$ cat src/rtl/score_row_max.sv
// Row-maximum stage: captures one LANES-wide fp32 score row, scans it one lane
// per cycle for the NaN-aware maximum, then offers row/max/index via valid/ready.
module score_row_max #(
    parameter int LANES = 16,
    parameter int IDX_W = $clog2(LANES)
) (
    input  logic                  clk,
    input  logic                  rst,
    input  logic                  start,
    input  logic [LANES*32-1:0]   scaled_score,
    output logic [LANES*32-1:0]   score_out,
    output logic [31:0]           max_score,
    output logic [IDX_W-1:0]      max_idx,
    output logic                  out_valid,
    input  logic                  out_ready,
    output logic                  overrun
);
    localparam logic [31:0]      QNAN = 32'h7FC0_0000;
    localparam logic [IDX_W-1:0] LAST = IDX_W'(LANES - 1);

    typedef enum logic [1:0] {IDLE, SCAN, HOLD} state_t;

    state_t                state_q, state_d;
    logic [LANES*32-1:0]   row_q, row_d;
    logic [31:0]           best_q, best_d;
    logic [IDX_W-1:0]      idx_q, idx_d;
    logic [IDX_W-1:0]      cnt_q, cnt_d;
    logic                  have_q, have_d;
    logic                  start_q;
    logic                  overrun_q, overrun_d;
    logic                  start_rise;
    logic [31:0]           lane;
    logic                  lane_wins;

    function automatic logic is_nan(input logic [31:0] b);
        return (b[30:23] == 8'hFF) && (b[22:0] != 23'd0);
    endfunction

    // Monotonic unsigned key; -0 folded onto +0 so the two compare equal.
    function automatic logic [31:0] fp_key(input logic [31:0] b);
        logic [31:0] n;
        n = (b == 32'h8000_0000) ? 32'd0 : b;
        return n[31] ? ~n : {1'b1, n[30:0]};
    endfunction

    assign start_rise = start & ~start_q;
    assign lane       = row_q[32*cnt_q +: 32];
    // have_q is low while best still holds a NaN lane 0, so any real lane wins.
    assign lane_wins  = !is_nan(lane) && (!have_q || (fp_key(lane) > fp_key(best_q)));

    always_comb begin
        state_d   = state_q;
        row_d     = row_q;
        best_d    = best_q;
        idx_d     = idx_q;
        cnt_d     = cnt_q;
        have_d    = have_q;
        overrun_d = overrun_q | (start_rise && (state_q != IDLE));

        unique case (state_q)
            IDLE: begin
                if (start_rise) begin
                    row_d   = scaled_score;
                    best_d  = scaled_score[31:0];
                    idx_d   = '0;
                    cnt_d   = IDX_W'(1);
                    have_d  = !is_nan(scaled_score[31:0]);
                    state_d = SCAN;
                end
            end
            SCAN: begin
                if (lane_wins) begin
                    best_d = lane;
                    idx_d  = cnt_q;
                    have_d = 1'b1;
                end
                cnt_d = cnt_q + IDX_W'(1);
                if (cnt_q == LAST) begin
                    state_d = HOLD;
                    if (!have_d) begin
                        best_d = QNAN;
                        idx_d  = '0;
                    end
                end
            end
            HOLD: begin
                if (out_ready) begin
                    state_d = IDLE;
                end
            end
            default: state_d = IDLE;
        endcase
    end

    always_ff @(posedge clk or negedge rst) begin
        if (!rst) begin
            state_q   <= IDLE;
            row_q     <= '0;
            best_q    <= '0;
            idx_q     <= '0;
            cnt_q     <= '0;
            have_q    <= 1'b0;
            start_q   <= 1'b0;
            overrun_q <= 1'b0;
        end else begin
            state_q   <= state_d;
            row_q     <= row_d;
            best_q    <= best_d;
            idx_q     <= idx_d;
            cnt_q     <= cnt_d;
            have_q    <= have_d;
            start_q   <= start;
            overrun_q <= overrun_d;
        end
    end

    assign score_out = row_q;
    assign max_score = best_q;
    assign max_idx   = idx_q;
    assign out_valid = (state_q == HOLD);
    assign overrun   = overrun_q;

endmodule

$ cat config.mk
export PLATFORM = sky130hd
export DESIGN_NAME = score_row_max
export DESIGN_NICKNAME = d
export VERILOG_FILES = /design/src/rtl/score_row_max.sv
export SDC_FILE = /design/constraint.sdc
export NUM_CORES = 1
export LEC_CHECK = 0
export CAP_MARGIN = 20
export CORE_AREA = 2 2 410 412
export CTS_BUF_LIST = sky130_fd_sc_hd__clkbuf_16
export CTS_CLUSTER_SIZE = 40
export DETAILED_ROUTE_END_ITERATION = 12
export DIE_AREA = 0 0 412 414
export GPL_TIMING_DRIVEN = 0
export PLACE_DENSITY = 0.43
export SYNTH_ARGS = -nofsm -noshare
export SYNTH_HDL_FRONTEND = slang
export SYNTH_SLANG_ARGS = --single-unit
$ cat constraint.sdc
create_clock -name clk -period 4.8 [get_ports clk]
set_input_delay 1.44 -clock clk [delete_from_list [all_inputs] [get_ports clk]]
set_output_delay 1.44 -clock clk [all_outputs]
set_load 0.02 [all_outputs]
[Yosys cells after proc, flatten, opt, wreduce, memory -nomap -nowiden]
Index checks and enable logic that the tools add are counted.
Word-level totals
  word-level logic and storage cells: 66
  register bits: 557
  output and inout port bits: 550
  input port bits: 516
Cells by class
  shifts and indexed selects: 1
  magnitude comparators: 1
  mux-type cells: 24
  reductions and logical operators: 16
  add/sub/neg operators: 1
  eq/ne operators: 10
  bitwise logic cells: 5
Operator list (number)
  indexed part select 512 x 10 -> 32 bit: 1
  two-way mux 32 bit: 8
  == test 32 bit, second input constant: 2
  inverter 32 bit: 2
  one-hot mux 32 bit (2 select lines): 1
  nonzero test 23 bit: 2
  greater-than comparator 32 bit: 1
  two-way mux 4 bit: 5
  == test 8 bit, second input constant: 2
  one-hot mux 4 bit (2 select lines): 2
  two-way mux 2 bit: 3
  one-hot mux 2 bit (3 select lines): 1
  adder 4 x 1 -> 4 bit, second input constant: 1
  == test 4 bit, second input constant: 1
  logical AND 1 bit: 4
  != test 2 bit, second input constant: 2
  AND reduction 2 bit: 2
  nonzero test 2 bit: 2
  logical NOT 1 bit: 3
  two-way mux 1 bit: 3
  AND reduction 3 bit: 1
  == test 2 x 1 -> 1 bit, second input constant: 1
  == test 2 bit, second input constant: 1
  logical NOT 2 bit: 1
  6 further kinds: 6

[Logic depth before layout (Yosys ltp)]
Gate-level depths: netlist (run 1).
  depth after elaboration: 13
  mapped depth: 25
  gate-level depth less buffers: 17

[Worst setup path before layout (run 1)]
OpenSTA, ideal clock, no wires.
  path type: reg2reg
  start point: register cnt_q[2]
  end point: register best_q[31] (netlist: max_score[31])
  path slack: -0.439 ns
  buffers on the path: 7
  data required time: 4.734 ns
  stages on the path, launching flop included: 23
  data arrival time: 5.173 ns
  period minus slack after synthesis: 5.239 ns
  setup time: 0.066 ns
  path through: dfrtp_1 > buf_2 > buf_1 > buf_1 > clkbuf_1 > mux4_2 > a22oi_1 > nand2_1 > nor4_1 > nand4_1 > nor3_1 > buf_2 > buf_2 > nor2_1 > ha_1 > nand4_1 > or2_2 > o32ai_1 > o21ai_0 > a21oi_1 > o22a_1 > buf_2 > o221a_2
On the way
  cells in the longest elaborated chain, start to end: 13
  elaborated cells between the ends (all ways): 19
  classes of those cells: 1 x order compare; 3 x eq/ne; 1 x shift; 8 x mux; 1 x bitwise; 5 x reduce/logical
RTL lines
  from (decl): line 27  | logic [IDX_W-1:0] cnt_q, cnt_d;
  from (signal assigned): line 110  | cnt_q <= cnt_d;
  indexed part select 512 x 10 -> 32 bit: line 47  | assign lane = row_q[32*cnt_q +: 32];
  == test 32 bit: line 42  | n = (b == 32'h8000_0000) ? 32'd0 : b;
  two-way mux 32 bit: line 42
  inverter 32 bit: line 43  | return n[31] ? ~n : {1'b1, n[30:0]};
  two-way mux 32 bit: line 43
  greater-than comparator 32 bit: line 49  | assign lane_wins = !is_nan(lane) && (!have_q || (fp_key(lane) > fp_key(best_q)));
  logical OR 1 bit: line 49
  logical AND 1 bit: line 49
  two-way mux 1 bit: line 72  | if (lane_wins) begin
  two-way mux 1 bit: line 60  | unique case (state_q)
  two-way mux 32 bit: line 80  | if (!have_d) begin
  two-way mux 32 bit *: line 78  | if (cnt_q == LAST) begin
  one-hot mux 32 bit (2 select lines) *: line 60
  to (signal assigned): line 108  | best_q <= best_d;
  to (decl): line 25  | logic [31:0] best_q, best_d;
Mark *: on every way between the ends. The rest lies on a longest branch, timed or not. The select of a mux whose other input is x is not followed.
A chain may end at the register's enable or synchronous reset.

[Worst setup path after layout (run 1)]
  start point: register cnt_q[0]
  end point: register best_q[31] (netlist: max_score[31])
The elaborated chain is that of the path after synthesis.

==> summary.md, run 1 <==
| Metric | Value |
|---|---|
| Clock skew | `42.2 ps` |
| Sink Count | `557` |
| IO Pins | `1066` |
| Mapped Avg Cell Area | `9.17 um^2` |
| Worst-Margin Slew | `1260 ps` |
| CTS H-tree depth | `3` |
| Vias | `28900` |
| IO Port Bufs | `1065` |
| WS Path Type | `flop to flop` |
| Layout Nets | `4763` |
| # DRC | `0` |
| CP max FO | `8` |
| Initial antenna violation count | `63` |
| Area grow syn2layout | `68.4%` |
| Status | `finished with violations` |
| CTS Buf Count | `79` |
| Total power | `0.0437 W` |
| Worst path required time | `5360 ps` |
| Detailed Routing Iterations Pass 1 | `8` |
| Die Span Y | `414 um` |
| Worst setup slack after layout | `-1220 ps` |
| DRT iter0 DRCs | `2766` |
| Post-synthesis cell type count | `57` |
| First-pass GRT wire length | `295 mm` |
| Routed WL | `230 mm` |
| Clock root buffer | `clkbuf_16` |
| Worst IR Drop VDD | `425 uV` |
| Sequential area share after synthesis | `51.3%` |
| Power Density | `955 mW/mm^2` |
| Final Max Tran Viols | `0` |
| Avg Vias per Cell | `4.45` |
| Clk_lat worst skew | `710 ps` |
| Ratio of cells with drive above 1 in the final layout | `12.0%` |
| Yosys warns | `0` |
| Worst Hold Class | `flop to flop` |
| Arr. time, crit path | `6580 ps` |
| CTS clk-pin slew, worst paths | `60 ps` |
| Delay-heaviest family, CP | `simple AND/OR/NAND/NOR gates` |
| Antenna Violating Nets Remaining | `0` |
| EDFF count, synth | `0` |
| CORE AREA | `0.166 mm^2` |
| Total global routing overflow | `0` |
| Final Cycle Share | `125%` |
| CP Capture Type | `flop` |
| Vias in the first global route | `28700` |
| Fin crit period | `6020 ps` |
| Inst Count DP | `6271` |
| DP Wirelength | `185 mm` |
| Dpl ws | `-3910 ps` |
| Max incr delay on CP | `620 ps` |
| WL per Instance | `35.4 um` |
| Final GP Congestion | `0.886` |
| Violated checks | `negative setup slack` |
| Max Fclk | `0.166 GHz` |
| Endpoints failing hold | `0` |
| Maxcap violations | `0` |
| Initial Utilization | `16.3%` |
| CTS tree | `done` |
| Chip width | `412 um` |
| Post-route non-filler standard cell count | `6490` |
| Top FF cell, synth | `dfrtp_1` |
| Cell Area, Synth | `0.0272 mm^2` |
| Lkg Pwr | `20.6 nW` |
| Total GRT Usage | `26.3%` |
| Rel. slew slack | `16.0%` |
| RSZ-0062 raised after global routing | `true` |
| Full die area | `0.171 mm^2` |
| CP bufs+invs | `10` |
| Flops & latches, synth | `557` |
| CP most frequent cell | `buf_16` |
| Maximum clock insertion buffer count | `3` |
| Syn Nets | `3513` |
| Fraction of registers with async set or reset after synthesis | `100%` |
| Hold Buf Count CTS | `0` |
| Crit-path slowest cell | `a22oi_2` |
| Cell count after synthesis | `2964` |
| Placement Rows | `150` |
| Largest net degree at the start of global routing | `110` |
| Setup Viol. Count Final | `36` |
| Crit start category | `flop` |
==> logic make-up (layout without fill, tap and decap cells) <==
logic type,Yosys count,in the layout,synth area share [%]
muxes,154,154,11.5
AOI/OAI and AO/OA,186,186,5.38
other,0,15,0
xor gates and xnor gates,60,60,1.93
buffers and inverters,207,1514,3.28
adders and majority gates,33,33,1.52
DFF,557,557,51.3
and+or+nand+nor,1767,1767,25.1
==> worst register-to-register path: cells and delay by family, from the launching register on <==
family	cells	cell delay, ps
AOI/OAI and AO/OA	5	1270
and+or+nand+nor	9	1730
adders and majority gates	1	270
muxes	1	610
DFF	1	400
buffers and inverters	10	1590
==> cell usage in the layout (no fill, tap or decap), types with 10 or more instances in the layout <==
cell type           n
nor4_1             14
a22oi_2            17
buf_6              19
clkbuf_2           21
clkbuf_16          84
nand4_1            17
diode_2            15
buf_16             21
dfrtp_1           557
clkinv_1           14
clkbuf_1          117
buf_2              10
a22oi_1            19
nor2_1             31
a221o_1            27
buf_12             16
xor2_1             33
a21o_1             12
mux4_2            122
nand2_1          1629
xnor2_1            27
buf_4              46
ha_1               25
inv_1              28
nand2_2            11
clkdlybuf4s50_1  1064
buf_8              32
mux2i_1            19
a22o_1             14
a221oi_1           11
==> final timing paths <==
check | startpoint | end | slack (ps) | cells after the start
worst max-delay path | cnt_q[0] | max_score[31] | -1220 | 26
worst min-delay path | overrun | overrun | 490 | 1
worst max register to register | cnt_q[0] | max_score[31] | -1220 | 26
worst min register to register | overrun | overrun | 490 | 1
max in group asynchronous | rst | max_score[15] | 2310 | 4
min in group asynchronous | rst | score_out[319] | 620 | 1
==> cells in the mapped netlist, types with 2 or more instances <==
master    number  area share, %
a22oi_1       36           0.99
and2_1         5           0.12
nand2_1     1647             23
mux4_1         4           0.39
mux2i_1       27           0.99
o21ai_0       15           0.28
clkbuf_1     148            2.0
o211ai_1       7           0.19
a221o_1       27           0.99
buf_4          3          0.083
buf_2         25           0.46
o21bai_1       2          0.055
o21a_1         2          0.055
a222oi_1       8           0.29
nand2b_1       4          0.092
a41oi_1        9           0.29
a22o_1        14           0.45
xnor2_1       27           0.87
nor4_1        17           0.39
dfrtp_1      557             51
nor3_1         7           0.13
ha_1          33            1.5
mux4_2       121             10
buf_6          8           0.33
nand3_1        9           0.17
or2_2          3          0.069
a31oi_1       14           0.32
a21oi_1       12           0.22
nand4_1       17           0.39
mux2_2         2          0.083
a211oi_1       2          0.055
xor2_1        33            1.1
nor2_1        41           0.57
inv_1         10           0.14
a32oi_1        4           0.13
a221oi_1      12           0.39
a21o_1        12           0.33
nor2b_1       10           0.23
o221ai_1       2          0.064
buf_1         11           0.15
==> registers in the layout, indices dropped and copies added (netlist names) <==
register / count
score_out: 512
max_score: 32
cnt_q: 4
max_idx: 4
state_q: 2
have_q: 1
overrun: 1
start_q: 1
==> routing by layer <==
metal	global-route usage [%]	wire length [um]	share of wire, %	vias up
met1	33.2	94900	41	14800
met5	0	344	0.15	-
li1	-	-	-	12300
met4	7.63	7440	3.2	50
met2	44.4	112000	49	1332
met3	6.13	15600	6.8	323
==> timing repair <==
action,CTS,global route
gates cloned,5,1
pin swaps,30,36
setup endpoints to repair,71,36
buffers inserted,48,9
hold endpoints to repair,0,0
gates resized for setup,185,41
==> final cells by class <==
class                           count  area [um^2]
Clock buffer                       79         1980
Inverter                           10         37.5
Sequential cell                   557        13900
Antenna cell                       15         37.5
Clock inverter                     59          507
Tap cell                         2204         2760
Timing Repair Buffer             1169        12100
Buffer                            197         1350
Fill cell                       17900       121000
Multi-Input combinational cell   2200        13100
==> stage by stage <==
step           hold WS, ps  area [um^2]  util [%]  TNS, ps
4_1_cts                490        45400      27.3   -36370
5_1_grt                509        45800      27.5   -45060
3_5_place_dp           475        41500      25.0  -256110
6_report               493        45800      27.5   -40410
2_1_floorplan          511        27300         -    -22.6
3_3_place_gp           467        40800      24.5        -
==> report_power, final <==
part / total [W] / internal, W / switching (W)
registers: 0.0102 / 0.00707 / 0.00311
logic: 0.0277 / 0.0117 / 0.0160
clock network: 0.00588 / 0.00337 / 0.00251
total: 0.0437 / 0.0221 / 0.0216
No activity file was read; power rests on OpenSTA's default activity.
==> inputs of run 2 (changes only) <==
- PLACE_DENSITY: 0.43 -> not set
- PLACE_DENSITY_LB_ADDON: not set -> 0.05
==> run 2 against run 1 <==
  * The flow still finishes with violations (negative setup slack)
  * Final area down 0.62%
  * Non-clock buffer count down 9
  * Sequential power about the same
  * First-iteration DRC count down 36%
  * Global-route usage up 0.22 points
  * Critical endpoint is now max_score[14]
  * Largest power group unchanged
==> summary.md, run 2 (same netlist as run 1, synthesis figures left out) <==
| Metric | Value |
|---|---|
| Status | `finished with violations (unchanged)` |
| Violated checks | `negative setup slack (unchanged)` |
| Commonest cells after routing, fill and taps aside | `nand2_1 (1630), clkdlybuf4s50_1 (1064), dfrtp_1 (557) (was nand2_1 (1629), clkdlybuf4s50_1 (1064), dfrtp_1 (557))` |
| Rel. slew slack | `17.6% (was 16.0%)` |
| Sw Share | `49.3% (was 49.4%)` |
| CTS H-tree depth | `3 (unchanged)` |
| Final Max Tran Viols | `0 (unchanged)` |
| Max Fclk | `0.170 GHz (was 0.166 GHz)` |
| Ratio of cells with drive above 1 in the final layout | `11.2% (was 12.0%)` |
| Area grow syn2layout | `67.4% (was 68.4%)` |
| Detailed Routing Iterations Pass 1 | `7 (was 8)` |
| Crit-path slowest cell | `mux4_2 (was a22oi_2)` |
| CORE AREA | `0.166 mm^2 (unchanged)` |
| WL per Instance | `35.5 um (was 35.4 um)` |
| CP max FO | `10 (was 8)` |
| Sink Count | `557 (unchanged)` |
| Fill count | `17900 (about the same)` |
| Clk_lat worst skew | `720 ps (was 710 ps)` |
| Comb pwr share | `63.1% (was 63.3%)` |
| Hold Path Depth | `1 (unchanged)` |
| IO Port Bufs | `1065 (unchanged)` |
| Max reg flops | `512 (unchanged)` |
| Register share of total power | `23.3% (about the same)` |
| M2 GR Usage | `46.9% (was 44.4%)` |
| Total global routing overflow | `0 (unchanged)` |
| Worst Setup SP | `cnt_q[0] (unchanged)` |
| Layout Nets | `4756 (was 4763)` |
| Worst setup slack after layout | `-1080 ps (was -1220 ps)` |
| Worst IR Drop VDD | `311 uV (was 425 uV)` |
| Vias | `28000 (was 28900)` |
| # DRC | `0 (unchanged)` |
| Maximum clock insertion buffer count | `3 (unchanged)` |
| WS Path Type | `flop to flop (unchanged)` |
| Commonest non-fill, non-tap cell in the layout | `nand2_1 (unchanged)` |
| Setup Viol. Count Final | `36 (unchanged)` |
| CTS clk-pin slew, worst paths | `60 ps (about the same)` |
| Endpoints failing hold | `0 (unchanged)` |
| Maxcap violations | `0 (unchanged)` |
| DP Wirelength | `185 mm (about the same)` |
| Total GRT Usage | `26.5% (was 26.3%)` |
| CTS Buf Count | `81 (was 79)` |
| Internal power | `0.0216 W (was 0.0221 W)` |
| Clock power frac | `13.7% (was 13.4%)` |
| Chip width | `412 um (unchanged)` |
| Routed WL | `230 mm (about the same)` |
| Hold Buf Count CTS | `0 (unchanged)` |
| Fin crit period | `5880 ps (was 6020 ps)` |
| Antenna Violating Nets Remaining | `0 (unchanged)` |
| Initial Utilization | `16.3% (unchanged)` |
| Clock skew | `51.2 ps (was 42.2 ps)` |
| Worst Hold Class | `flop to flop (unchanged)` |
| Max incr delay on CP | `670 ps (was 620 ps)` |
| WHS | `490 ps (was 493 ps)` |
| Hold EP | `overrun (unchanged)` |
| Delay-heaviest family, CP | `simple AND/OR/NAND/NOR gates (unchanged)` |
| Arr. time, crit path | `6490 ps (was 6580 ps)` |
| Flop-to-flop setup slack | `-1080 ps (was -1220 ps)` |
| First-pass GRT wire length | `299 mm (was 295 mm)` |
| Hold_sp | `overrun (unchanged)` |
| Met1 Use GR | `32.3% (was 33.2%)` |
| Power Density | `937 mW/mm^2 (was 955 mW/mm^2)` |
| CP bufs+invs | `7 (was 10)` |
| Placement Rows | `150 (unchanged)` |
| Final GP Congestion | `0.842 (was 0.886)` |
| Initial antenna violation count | `79 (was 63)` |
| GR Util met3 | `7.06% (was 6.13%)` |
| Worst-Margin Slew | `1240 ps (was 1260 ps)` |
| CP cell instances | `buf_12 > buf_16 > buf_16 > mux4_2 > a22oi_2 > buf_4 > or4b_4 > or4_4 > nor3_4 > buf_6 > buf_8 > nor2_1 > ha_1 > nand4_1 > or2_4 > a211oi_4 > o31ai_4 > buf_12 > a211oi_4 > a222oi_1 > nand2_1` |
| Cell Area, Placed | `0.0415 mm^2 (about the same)` |
| Avg Vias per Cell | `4.32 (was 4.45)` |
| Vias in the first global route | `29100 (was 28700)` |
| Final Cycle Share | `122% (was 125%)` |
| Layout Cell Area excl Fill | `0.0455 mm^2 (was 0.0458 mm^2)` |
| DRT iter0 DRCs | `1769 (was 2766)` |
| Full die area | `0.171 mm^2 (unchanged)` |
| RSZ-0062 raised after global routing | `true (unchanged)` |
| Clock root buffer | `clkbuf_16 (unchanged)` |
| Crit start category | `flop (unchanged)` |
| IO Pins | `1066 (unchanged)` |
| Worst path required time | `5410 ps (was 5360 ps)` |
| Switch Pwr | `0.0210 W (was 0.0216 W)` |
| Lkg Pwr | `20.5 nW (was 20.6 nW)` |
| Reg-to-Reg Start | `cnt_q[0] (unchanged)` |
| CTS tree | `done (unchanged)` |
| Reg2reg path depth | `21 (was 26)` |
| Reg-to-Reg End | `max_score[14] (was max_score[31])` |
| Die Span Y | `414 um (unchanged)` |
| CP Capture Type | `flop (unchanged)` |
| Largest net degree at the start of global routing | `96 (was 110)` |
| GR peak layer | `met2 (unchanged)` |
==> run 2: area by class of cell <==
class,instances,area (um^2),area share [%]
Antenna cell,15,37.5,0.0825
Tap cell,2204,2760,6.06
Buffer,196,1360,2.99
Multi-Input combinational cell,2200,12900,28.3
Timing Repair Buffer,1161,12100,26.5
Sequential cell,557,13900,30.6
Clock buffer,82,2050,4.51
Inverter,10,37.5,0.0825
Clock inverter,60,404,0.888
==> run 2: stage by stage <==
| step | utilization, % | instances | TNS, ps | total power (W) | setup slack (ps) |
|---|---|---|---|---|---|
| floorplan | - | 2964 | -22.6 | 0.0208 | -22.6 |
| global placement | 24.5 | 6233 | - | 0.0345 | -28570 |
| detailed placement | 25.0 | 6267 | -215020 | 0.0346 | -3530 |
| CTS | 27.2 | 6464 | -34420 | 0.0429 | -1050 |
| global route | 27.3 | 6476 | -41190 | 0.0449 | -1210 |
| finish | 27.4 | 6485 | -35040 | 0.0426 | -1080 |
==> run 2: worst max-delay path by stage <==
| stage | end | slack [ps] | cells after the start |
|---|---|---|---|
| 3_3_place_gp | score_out[187] | -28570 | 1 |
| 2_1_floorplan | max_score[31] | -20 | 24 |
| 4_1_cts | max_score[21] | -1050 | 23 |
| 5_1_grt | max_score[5] | -1210 | 25 |
| 6_report | max_score[14] | -1080 | 21 |
| 3_5_place_dp | max_score[8] | -3530 | 23 |
==> run 2: worst register-to-register path: stages (launching register included) <==
cell and delay (ps):
dfrtp_1 380, buf_12 170, buf_16 150, buf_16 180, mux4_2 670, a22oi_2 210, buf_4 150, or4b_4 480
or4_4 600, nor3_4 260, buf_6 170, buf_8 140, nor2_1 60, ha_1 290, nand4_1 210, or2_4 330
a211oi_4 240, o31ai_4 100, buf_12 150, a211oi_4 510, a222oi_1 220, nand2_1 130
==> run 2: repair_timing <==
item,4_1_cts,5_1_grt
pin swaps,36,9
gates resized for setup,172,24
setup buffers,53,9
cloned,3,0
setup endpoints to repair,38,38
hold endpoints to repair,0,0
==> run 2: layer usage <==
layer  routed length (um)  up-vias  part of all wire, %
li1                     -    12300                    -
met1                94300    14400                   41
met2               116000      966                   50
met3                14800      262                  6.4
met4                 4510       74                  2.0
met5                  487        -                 0.21
==> run 2: power groups by stage <==
stage | Combinational, W | Clock [W] | Sequential (W)
floorplan | 0.00921 | 0 | 0.0116
detailed placement | 0.0247 | 0 | 0.00991
finish | 0.0269 | 0.00582 | 0.00991
global placement | 0.0245 | 0 | 0.00996
CTS | 0.0270 | 0.00601 | 0.00990
global route | 0.0285 | 0.00615 | 0.0102
